<file path="src/rtl/spi_output_controller.sv">
// SPI slave transmit side: answers a received command byte with cost, digit or 0xFF on MISO,
// LSB first, shifting on synchronized SCK rising edges.
module spi_output_controller (
    input  logic       clk,
    input  logic       rst,
    input  logic       SCK,
    input  logic       SS,
    input  logic       shift_SPI,
    input  logic [7:0] SPI_in,
    input  logic       data_ready,
    input  logic       cost_ready,
    input  logic [7:0] cost_output,
    input  logic       network_done,
    input  logic [3:0] detected_digit,
    output logic       MISO
);

    typedef enum logic [1:0] {StIdle, StLoad, StSend} state_e;

    localparam logic [7:0] CmdCost  = 8'h01;
    localparam logic [7:0] CmdDigit = 8'h02;

    state_e      state_q, state_d;
    logic [1:0]  sck_sync_q;
    logic        sck_prev_q;
    logic        sck_rise;
    logic [7:0]  cmd_q, cmd_d;
    logic [7:0]  shift_q, shift_d;
    logic [3:0]  cnt_q, cnt_d;
    logic        miso_q, miso_d;
    logic [3:0]  digit_q;
    logic        digit_valid_q;
    logic [3:0]  snap_digit_q, snap_digit_d;
    logic        snap_valid_q, snap_valid_d;
    logic [7:0]  payload;

    assign sck_rise = sck_sync_q[1] & ~sck_prev_q;
    assign MISO     = miso_q;

    always_ff @(posedge clk or posedge rst) begin
        if (rst) begin
            sck_sync_q    <= 2'b00;
            sck_prev_q    <= 1'b0;
            digit_q       <= 4'd0;
            digit_valid_q <= 1'b0;
        end else begin
            sck_sync_q <= {sck_sync_q[0], SCK};
            sck_prev_q <= sck_sync_q[1];
            if (network_done) begin
                digit_q       <= detected_digit;
                digit_valid_q <= 1'b1;
            end
        end
    end

    // The digit is snapshotted at command acceptance so a coincident network_done
    // does not alter the response to that command.
    always_comb begin
        payload = 8'hFF;
        case (cmd_q)
            CmdCost:  if (data_ready && cost_ready) payload = cost_output;
            CmdDigit: if (data_ready && snap_valid_q) payload = {4'b0000, snap_digit_q};
            default:  payload = 8'hFF;
        endcase
    end

    always_comb begin
        state_d      = state_q;
        cmd_d        = cmd_q;
        shift_d      = shift_q;
        cnt_d        = cnt_q;
        snap_digit_d = snap_digit_q;
        snap_valid_d = snap_valid_q;
        if (SS) begin
            state_d = StIdle;
            cmd_d   = 8'h00;
            cnt_d   = 4'd0;
            shift_d = 8'hFF;
        end else begin
            case (state_q)
                StIdle: begin
                    shift_d = 8'hFF;
                    cnt_d   = 4'd0;
                    if (shift_SPI) begin
                        cmd_d        = SPI_in;
                        snap_digit_d = digit_q;
                        snap_valid_d = digit_valid_q;
                        state_d      = StLoad;
                    end
                end
                StLoad: begin
                    shift_d = payload;
                    if (sck_rise) begin
                        shift_d = {1'b1, shift_q[7:1]};
                        cnt_d   = 4'd1;
                        state_d = StSend;
                    end
                end
                StSend: begin
                    if (sck_rise) begin
                        shift_d = {1'b1, shift_q[7:1]};
                        if (cnt_q == 4'd7) begin
                            cnt_d   = 4'd0;
                            state_d = StIdle;
                        end else begin
                            cnt_d = cnt_q + 4'd1;
                        end
                    end
                end
                default: state_d = StIdle;
            endcase
        end
        miso_d = (state_d == StIdle) ? 1'b1 : shift_d[0];
    end

    always_ff @(posedge clk or posedge rst) begin
        if (rst) begin
            state_q      <= StIdle;
            cmd_q        <= 8'h00;
            shift_q      <= 8'hFF;
            cnt_q        <= 4'd0;
            miso_q       <= 1'b1;
            snap_digit_q <= 4'd0;
            snap_valid_q <= 1'b0;
        end else begin
            state_q      <= state_d;
            cmd_q        <= cmd_d;
            shift_q      <= shift_d;
            cnt_q        <= cnt_d;
            miso_q       <= miso_d;
            snap_digit_q <= snap_digit_d;
            snap_valid_q <= snap_valid_d;
        end
    end

endmodule

</file>
<file path="config.mk">
export PLATFORM = sky130hd
export DESIGN_NAME = spi_output_controller
export DESIGN_NICKNAME = d
export VERILOG_FILES = /design/src/rtl/spi_output_controller.sv
export SDC_FILE = /design/constraint.sdc
export NUM_CORES = 1
export LEC_CHECK = 0
export BUFFER_PORTS_ARGS = -buffer_cell sky130_fd_sc_hd__buf_4
export CORE_ASPECT_RATIO = 2
export CORE_MARGIN = 3
export CORE_UTILIZATION = 60
export DETAILED_ROUTE_END_ITERATION = 8
export PLACE_DENSITY = 0.84
export SYNTH_ARGS = -nofsm -noshare
export SYNTH_HDL_FRONTEND = slang
export SYNTH_SLANG_ARGS = --single-unit
</file>
<file path="constraint.sdc">
create_clock -name clk -period 4.6 [get_ports clk]
set_input_delay 0 -clock clk [delete_from_list [all_inputs] [get_ports clk]]
set_output_delay 0 -clock clk [all_outputs]
set_load 0.02 [all_outputs]
</file>
==> impl_metrics.ini, run 1 <==
[outcome]
status = complete, no violations

[drt]
drcViolationCount = 0
drt_wl_total_mm = 4.862
vias = 1629
wl_per_cell_um = 19.14
vias_per_cell = 6.413
drt_iter0_drc = 37
drtAntennaViolNets = 0
drt_first_pass_iters = 4

[synthesis]
synthFlopType = dfrtp_1
synth_cell_types = 49
netlist_area_um2 = 1888
async_flop_share_pct = 100.0
ys_seq_area_share_pct = 48.31
syn_nets = 211
yosys_warnings = 0
synth_edf_count = 0
synth_top_area_cell = dfrtp_1
synth_top_area_share_pct = 35.79
synth_area_leaders = dfrtp_1 (36%), dfstp_2 (13%), mux2_2 (6.0%)
synth_most_common_cell = dfrtp_1
synth.avg_cell_area_um2 = 10.61
yosys_register_bits = 36
synth_cells = 178
synth_common_cells = dfrtp_1 (27), nand2_1 (22), o22ai_1 (12)

[finish]
n_antenna_cell = 0
multi_input_area_um2 = 903.4
register_area_um2 = 912.1
syn_to_final_growth_pct = 25.12
nets = 256
nFillCells = 173
final_cell_area_um2 = 2362
drive_gt1_share_pct = 30.36

[sta]
finalSetupViolations = 0
relSlewSlack_pct = 69.88
setup_tns_ns = 0
post-route-period-util_pct = 41.36
whs_ns = 0.1016
final_max_slew_viol_count = 0
fin_ws_ns = 2.697
worstMarginPinSlew_ns = 0.4477
max_freq_ghz = 0.5256
rsz0062_at_grt = no
finalHoldViolCount = 0
fin_skew_ns = 0.006926
min_period_ns = 1.903

[floorplan]
die_area_um2 = 3897
rows = 28
start_util_pct = 63.40
io_pins = 29
core-area_um2 = 2978
die_w_um = 45.67
die_h_um = 85.33

[power]
power_leakage_nw = 0.9889
p_int_mw = 0.5825
swShare_pct = 27.30
power_switching_mw = 0.2187
pwr-share-clk_pct = 34.6
power_frac_seq_pct = 46.3
ir_drop_uv = 361.4
combinationalPowerShare_pct = 19.1
power_density_nw_per_um2 = 339.2

[cts]
htree_levels = 2
clk_pin_slew_ns = 0.07
cts_buffer_depth = 2
cts_sinks = 36
cts.repair.resized = 0
insertion_delay_ns = 0.29
tritoncts = built
cts-root-buf = clkbuf_8
cts_buffers = 5

[setup_path]
start_kind = flop
crit_type = flop to flop
crit_fanout = 10
required_ns = 4.78
cp.arrival_ns = 2.08
cp-end-kind = flop

[global_route]
overflow = 0
grtUsageMet1_pct = 29.62
grt_pass1_wl_mm = 7.921
grt_util_met2_pct = 47.01
busiest_layer = met2
grt_use_met3_pct = 5.520
grt_max_degree = 37
grt_pass1_vias = 1782
grt_usage_pct = 27.65
grt_antenna_before_repair = 0

[hold_path]
hold_class = primary input to flop

[placement]
dp_worst_setup_slack_ns = 2.721
port_buffers = 28
placed_cell_area_um2 = 2105
place_hpwl_mm = 3.104
place_congestion = 0.8249

[job]
drv_cap = 0
==> cells in the final DEF, fill, tap and decap left out, types with 9 or more instances in the layout <==
| cell | netlist | final |
|---|---|---|
| a21oi_1 | 11 | 11 |
| buf_4 | 0 | 29 |
| dfrtp_1 | 27 | 27 |
| dfstp_2 | 9 | 9 |
| dlygate4sd3_1 | 0 | 15 |
| inv_1 | 9 | 9 |
| mux2_2 | 10 | 10 |
| nand2_1 | 22 | 22 |
| nor3_1 | 9 | 9 |
| o22ai_1 | 12 | 12 |
==> final timing paths <==
kind / start / to / slack [ns] / depth (start not counted)
min in group asynchronous: rst / digit_q[0]$_DFFE_PP0P_ / 0.38 / 4
hold / removal: SS / cmd_q[1]$_DFFE_PP0P_ / 0.10 / 2
setup / recovery: state_q[0]$_DFF_PP0_ / cnt_q[1]$_DFFE_PP0P_ / 2.70 / 6
max in group asynchronous: rst / shift_q[4]$_DFFE_PP1P_ / 3.88 / 4
hold reg to reg: sck_sync_q[0]$_DFF_PP0_ / sck_sync_q[1]$_DFF_PP0_ / 0.36 / 0
setup reg to reg: state_q[0]$_DFF_PP0_ / cnt_q[1]$_DFFE_PP0P_ / 2.70 / 6
==> sequential cells by signal, summed over array words and instances, names as in the netlist <==
name,count
cmd_q,8
shift_q,8
cnt_q,4
digit_q,4
snap_digit_q,4
sck_sync_q,2
state_q,2
MISO,1
digit_valid_q,1
sck_prev_q,1
snap_valid_q,1
==> per-stage QoR <==
step           utilization [%]  power (mW)  std cells
6_report                 79.33      0.8012        254
5_1_grt                  79.33      0.8257        254
4_1_cts                  79.33      0.7893        254
3_5_place_dp             70.67      0.5118        231
3_3_place_gp             70.67      0.5022        231
2_1_floorplan                -      0.4681        178
==> layer usage <==
metal	up-vias	wire [um]
li1	740	-
met5	-	0
met2	58	2719
met4	0	171
met1	810	1779
met3	21	192
==> power by group through the flow <==
stage	combinational [mW]	sequential [mW]	clock (mW)
after floorplan	0.0995	0.369	0
after global placement	0.130	0.372	0
after detailed placement	0.137	0.375	0
after CTS	0.149	0.369	0.271
after global routing	0.166	0.373	0.287
final	0.153	0.371	0.277
==> cells by family (layout without fill, tap and decap cells) <==
kind of cell | after synthesis | in the layout | synth area share, %
adders and majority gates | 5 | 5 | 3.313
DFF | 36 | 36 | 48.31
buffers and inverters | 15 | 61 | 3.843
and+or+nand+nor | 61 | 61 | 18.42
muxes | 11 | 11 | 6.494
AOI/OAI and AO/OA | 50 | 50 | 19.62
==> critical path, cell delays in order (launching register included) <==
cell,delay (ns)
dfrtp_1,0.45
inv_1,0.09
ha_1,0.35
nor2_1,0.25
a21oi_4,0.11
a21oi_2,0.20
mux2_2,0.35
==> repair_timing <==
| item | in CTS | in global routing |
|---|---|---|
| setup buffers | 0 | 0 |
| hold endpoints to repair | 41 | 0 |
| hold buffers | 15 | 0 |
| setup endpoints to repair | 0 | 0 |
==> final cells by class <==
class | count | area share (%)
repair buffers | 44 | 15.57
inverters | 9 | 1.430
clock inverters | 2 | 1.483
multi-input cells | 127 | 38.24
clock buffers | 6 | 3.072
well taps | 30 | 1.589
flip-flops and latches | 36 | 38.61
Power figures use the tool's default switching activity.
==> run 2, diff against run 1 <==
- ABC_AREA: unset -> 1
- CORE_UTILIZATION: 60 -> 51
- PLACE_DENSITY: 0.84 -> 0.75
- clock period: 4.6 -> 1.65 ns (I/O delays scaled with it)
==> impl_metrics.ini, run 2 <==
[power]
ir_drop_uv = 579.7
total_power_mw = 2.208
power_leakage_nw = 1.325
power_density_nw_per_um2 = 829.0

[floorplan]
die_area_um2 = 4937
io_pins = 29
die_w_um = 51.21
die_h_um = 96.41
core-area_um2 = 3884
start_util_pct = 53.67
rows = 32

[hold_path]
holdPathEnd = state_q[1]$_DFF_PP0_
hold_depth = 4
hold_class = primary input to flop
worstHoldStart = shift_SPI

[setup_path]
crit_fanout = 9
cp-end-kind = flop
required_ns = 1.82
cpPeakStageDelay_ns = 0.41
slowest_stage = dfrtp_1
start_kind = flop
reg2reg_to = snap_valid_q$_DFFE_PP0P_
cp.arrival_ns = 1.68
reg2reg_depth = 6
rrSetupSlack_ns = 0.14
cp_cell_sequence = inv_1 > ha_1 > nand2_1 > inv_2 > nand2_2 > mux2_1
worstReg2RegStart = state_q[1]$_DFF_PP0_
crit_type = flop to flop

[synthesis]
synth_top_area_share_pct = 32.41
synth_cell_types = 31
yosys_warnings = 0
synth_area_leaders = dfrtp_1 (32%), nand2_1 (14%), dfstp_2 (11%)
synth.avg_cell_area_um2 = 7.749
synth_most_common_cell = nand2_1
netlist_area_um2 = 2084
async_flop_share_pct = 100.0
synthFlopType = dfrtp_1
yosys_register_bits = 36
syn_nets = 302
synth_edf_count = 0
synth_top_area_cell = dfrtp_1
synth_cells = 269
synth_common_cells = nand2_1 (78), inv_1 (36), dfrtp_1 (27)
ys_seq_area_share_pct = 43.76

[drt]
drcViolationCount = 0
vias = 1865
drtAntennaViolNets = 0
vias_per_cell = 4.947
drt_wl_total_mm = 4.406
wl_per_cell_um = 11.69
drt_iter0_drc = 15
drt_first_pass_iters = 4

[finish]
n_antenna_cell = 0
nFillCells = 346
multi_input_area_um2 = 962.2
final_cell_area_um2 = 2664
register_area_um2 = 912.1
nets = 358
drive_gt1_share_pct = 25.46
finalCoreUtilization_pct = 68.59
reg.largest.list = cmd_q: 8 flops, shift_q: 8 flops
final_common_cell = nand2_1
final_cell_mix = nand2_1 (77), inv_1 (36), buf_4 (33)
syn_to_final_growth_pct = 27.79

[global_route]
grt_usage_pct = 20.25
grt_util_met2_pct = 39.87
grt_pass1_vias = 1921
overflow = 0
busiest_layer = met2
grt_max_degree = 37
grtUsageMet1_pct = 18.54
grt_use_met3_pct = 3.379
grt_antenna_before_repair = 0
grt_pass1_wl_mm = 7.548

[cts]
cts_sinks = 36
htree_levels = 2
cts-root-buf = clkbuf_8
clk_pin_slew_ns = 0.07
cts_buffer_depth = 2
insertion_delay_ns = 0.29
tritoncts = built
cts_buffers = 5

[sta]
fin_skew_ns = 0.006683
min_period_ns = 1.509
finalSetupViolations = 0
relSlewSlack_pct = 70.39
rsz0062_at_grt = no
max_freq_ghz = 0.6626
whs_ns = 0.04867
finalHoldViolCount = 0
worstMarginPinSlew_ns = 0.4441
post-route-period-util_pct = 91.47
final_max_slew_viol_count = 0
setup_tns_ns = 0

[placement]
port_buffers = 28
place_hpwl_mm = 3.209
placed_cell_area_um2 = 2369
place_congestion = 0.8469

[outcome]
status = complete, no violations

[job]
drv_cap = 0
==> run 2: kinds of logic after synthesis <==
kind of cell	Yosys count	share of synthesized area, %
flip-flops	36	43.76
multiplexers	1	0.5402
adder cells (fa/ha/maj)	5	3.001
buffers and inverters	55	10.44
AND/OR/NAND/NOR	128	30.37
AO/OA/AOI/OAI	44	11.88
==> run 2: final cells by class <==
type | count | share of cell area (%)
Tap cell | 51 | 2.395
Inverter | 52 | 7.421
Sequential cell | 36 | 34.24
Clock buffer | 8 | 3.382
Timing Repair Buffer | 52 | 16.44
Multi-Input combinational cell | 178 | 36.12
==> run 2: critical path, delay by kind of cell (launching register included) <==
family | cells | cell delay (ns)
flops | 1 | 0.41
mux | 1 | 0.33
fa+ha+maj | 1 | 0.24
simple gates | 2 | 0.23
buf+inv | 2 | 0.19
==> run 2: repair_timing <==
item,4_1_cts,5_1_grt
hold buffers,19,0
resized for setup,0,2
setup endpoints to repair,0,3
endpoints found under the hold margin,41,0
setup buffers,0,1
==> run 2: worst max path at each step <==
stage                         startpoint                        to  slack [ns]
global route        state_q[1]$_DFF_PP0_    shift_q[5]$_DFFE_PP1P_        0.01
global placement    state_q[0]$_DFF_PP0_    shift_q[1]$_DFFE_PP1P_        0.20
detailed placement  state_q[0]$_DFF_PP0_    shift_q[6]$_DFFE_PP1P_        0.14
finish              state_q[1]$_DFF_PP0_  snap_valid_q$_DFFE_PP0P_        0.14
CTS                 state_q[0]$_DFF_PP0_    shift_q[6]$_DFFE_PP1P_        0.11
floorplan           state_q[0]$_DFF_PP0_  snap_valid_q$_DFFE_PP0P_        0.21
==> run 2: where the power goes <==
group,switching [mW],internal [mW]
combinational,0.310,0.220
clock,0.305,0.340
sequential,0.0436,0.989
==> run 2: per-layer routing <==
metal / wire (um) / up-vias / part of all wire, %
li1: - / 953 / -
met1: 1583 / 869 / 36
met2: 2549 / 31 / 58
met3: 136 / 12 / 3.1
met4: 138 / 0 / 3.1
met5: 0 / - / 0
==> run 2: metrics by stage <==
step                      setup slack (ns)  cells
after detailed placement            0.1393    349
final                               0.1408    377
after global routing               0.01370    377
after floorplan                     0.2082    269
after global placement              0.1958    349
after CTS                           0.1092    376
==> run 3, diff against run 2 <==
- GPL_TIMING_DRIVEN: unset -> 0
==> impl_metrics.ini, run 3 (synthesis results as in run 2) <==
[outcome]
status = complete, no violations

[hold_path]
hold_class = primary input to flop
worstHoldStart = shift_SPI

[drt]
wl_per_cell_um = 11.34
drt_iter0_drc = 17
drt_wl_total_mm = 4.195
drcViolationCount = 0
vias = 1817
vias_per_cell = 4.911
drtAntennaViolNets = 0
drt_first_pass_iters = 4

[sta]
finalHoldViolCount = 0
finalSetupViolations = 0
rsz0062_at_grt = no
post-route-period-util_pct = 93.37
whs_ns = 0.05816
fin_skew_ns = 0.006629
relSlewSlack_pct = 78.71
worstMarginPinSlew_ns = 0.3173
min_period_ns = 1.541
setup_tns_ns = 0
max_freq_ghz = 0.6491
final_max_slew_viol_count = 0

[power]
p_int_mw = 1.543
power_density_nw_per_um2 = 841.4
power_switching_mw = 0.6620
power_leakage_nw = 1.301
swShare_pct = 30.02
combinationalPowerShare_pct = 23.8
power_frac_seq_pct = 46.7
pwr-share-clk_pct = 29.4
ir_drop_uv = 946.8

[setup_path]
startpoint = state_q[0]$_DFF_PP0_
cp.arrival_ns = 1.73
worstReg2RegStart = state_q[0]$_DFF_PP0_
crit_type = flop to flop
cp-end-kind = flop
required_ns = 1.84
start_kind = flop
crit_fanout = 8

[finish]
syn_to_final_growth_pct = 25.75
nets = 351
drive_gt1_share_pct = 26.02
final_cell_mix = nand2_1 (76), inv_1 (34), dfrtp_1 (27), buf_4 (27), o21ai_0 (23)
final_common_cell = nand2_1
reg.largest.list = cmd_q: 8 flops, shift_q: 8 flops
n_antenna_cell = 0
nFillCells = 345

[global_route]
grt_usage_pct = 19.49
grt_pass1_wl_mm = 7.362
overflow = 0
grt_max_degree = 37
grt_antenna_before_repair = 0
grt_pass1_vias = 1836

[floorplan]
start_util_pct = 53.67
core-area_um2 = 3884
die_h_um = 96.41
rows = 32
die_area_um2 = 4937
die_w_um = 51.21
io_pins = 29

[cts]
cts-root-buf = clkbuf_8
insertion_delay_ns = 0.29
cts_sinks = 36
clk_pin_slew_ns = 0.07
htree_levels = 2
tritoncts = built
cts_buffers = 5
cts_buffer_depth = 2

[placement]
place_congestion = 0.8409
place_hpwl_mm = 3.078
port_buffers = 27

[job]
drv_cap = 0
run 3: power by group through the flow:
stage / Combinational [mW] / Clock [mW] / Sequential, mW
after CTS: 0.511 / 0.667 / 1.03
final: 0.526 / 0.649 / 1.03
after floorplan: 0.358 / 0 / 1.04
after detailed placement: 0.481 / 0 / 1.05
after global placement: 0.475 / 0 / 1.04
after global routing: 0.601 / 0.704 / 1.04
run 3: what timing repair did:
action | 4_1_cts | 5_1_grt
gates resized for setup | 1 | 6
hold buffers | 13 | 1
pin swaps | 0 | 1
setup endpoints to repair | 1 | 5
setup buffers | 0 | 0
endpoints found under the hold margin | 13 | 33
run 3: metal layers:
layer	global-route usage, %	wire length (um)	vias to the layer above
met4	9.663	78	0
met3	3.072	106	7
li1	-	-	939
met5	0	0	-
met2	37.18	2383	25
met1	19.76	1627	846
run 3: final timing paths:
path	to	slack, ns	depth (start not counted)
max in group asynchronous	shift_q[0]$_DFF_PP1_	0.98	4
max reg2reg	cnt_q[3]$_DFFE_PP0P_	0.11	8
min	state_q[1]$_DFF_PP0_	0.06	4
min in group asynchronous	cnt_q[3]$_DFFE_PP0P_	0.18	3
min reg2reg	sck_sync_q[1]$_DFF_PP0_	0.36	0
max	cnt_q[3]$_DFFE_PP0P_	0.11	8
run 3: worst max-delay path, cell delays in order (launching register included):
cell,delay (ns)
dfrtp_1,0.41
inv_1,0.09
ha_2,0.22
nor2_4,0.22
nand2_2,0.12
nand3_2,0.12
inv_2,0.07
a21oi_1,0.14
nor2_1,0.05
run 3: layout make-up:
class	instances	area [um2]	share of cell area (%)
Clock buffer	8	90.09	3.437
Sequential cell	36	912.1	34.80
Buffer	3	20.02	0.7637
Inverter	52	200.2	7.637
Tap cell	51	63.81	2.434
Multi-Input combinational cell	178	972.2	37.09
Timing Repair Buffer	42	362.8	13.84
run 3: per-stage QoR:
| stage | std cells | util [%] | power (mW) | cell area [um2] | setup slack (ns) |
|---|---|---|---|---|---|
| detailed placement | 347 | 60.53 | 1.528 | 2351 | -0.002283 |
| floorplan | 269 | - | 1.394 | 2085 | 0.2082 |
| CTS | 368 | 66.27 | 2.209 | 2574 | 0.02965 |
| global placement | 347 | 60.53 | 1.518 | 2351 | 0.02079 |
| finish | 370 | 67.49 | 2.206 | 2621 | 0.1094 |
| global route | 370 | 67.49 | 2.346 | 2621 | 0.01472 |
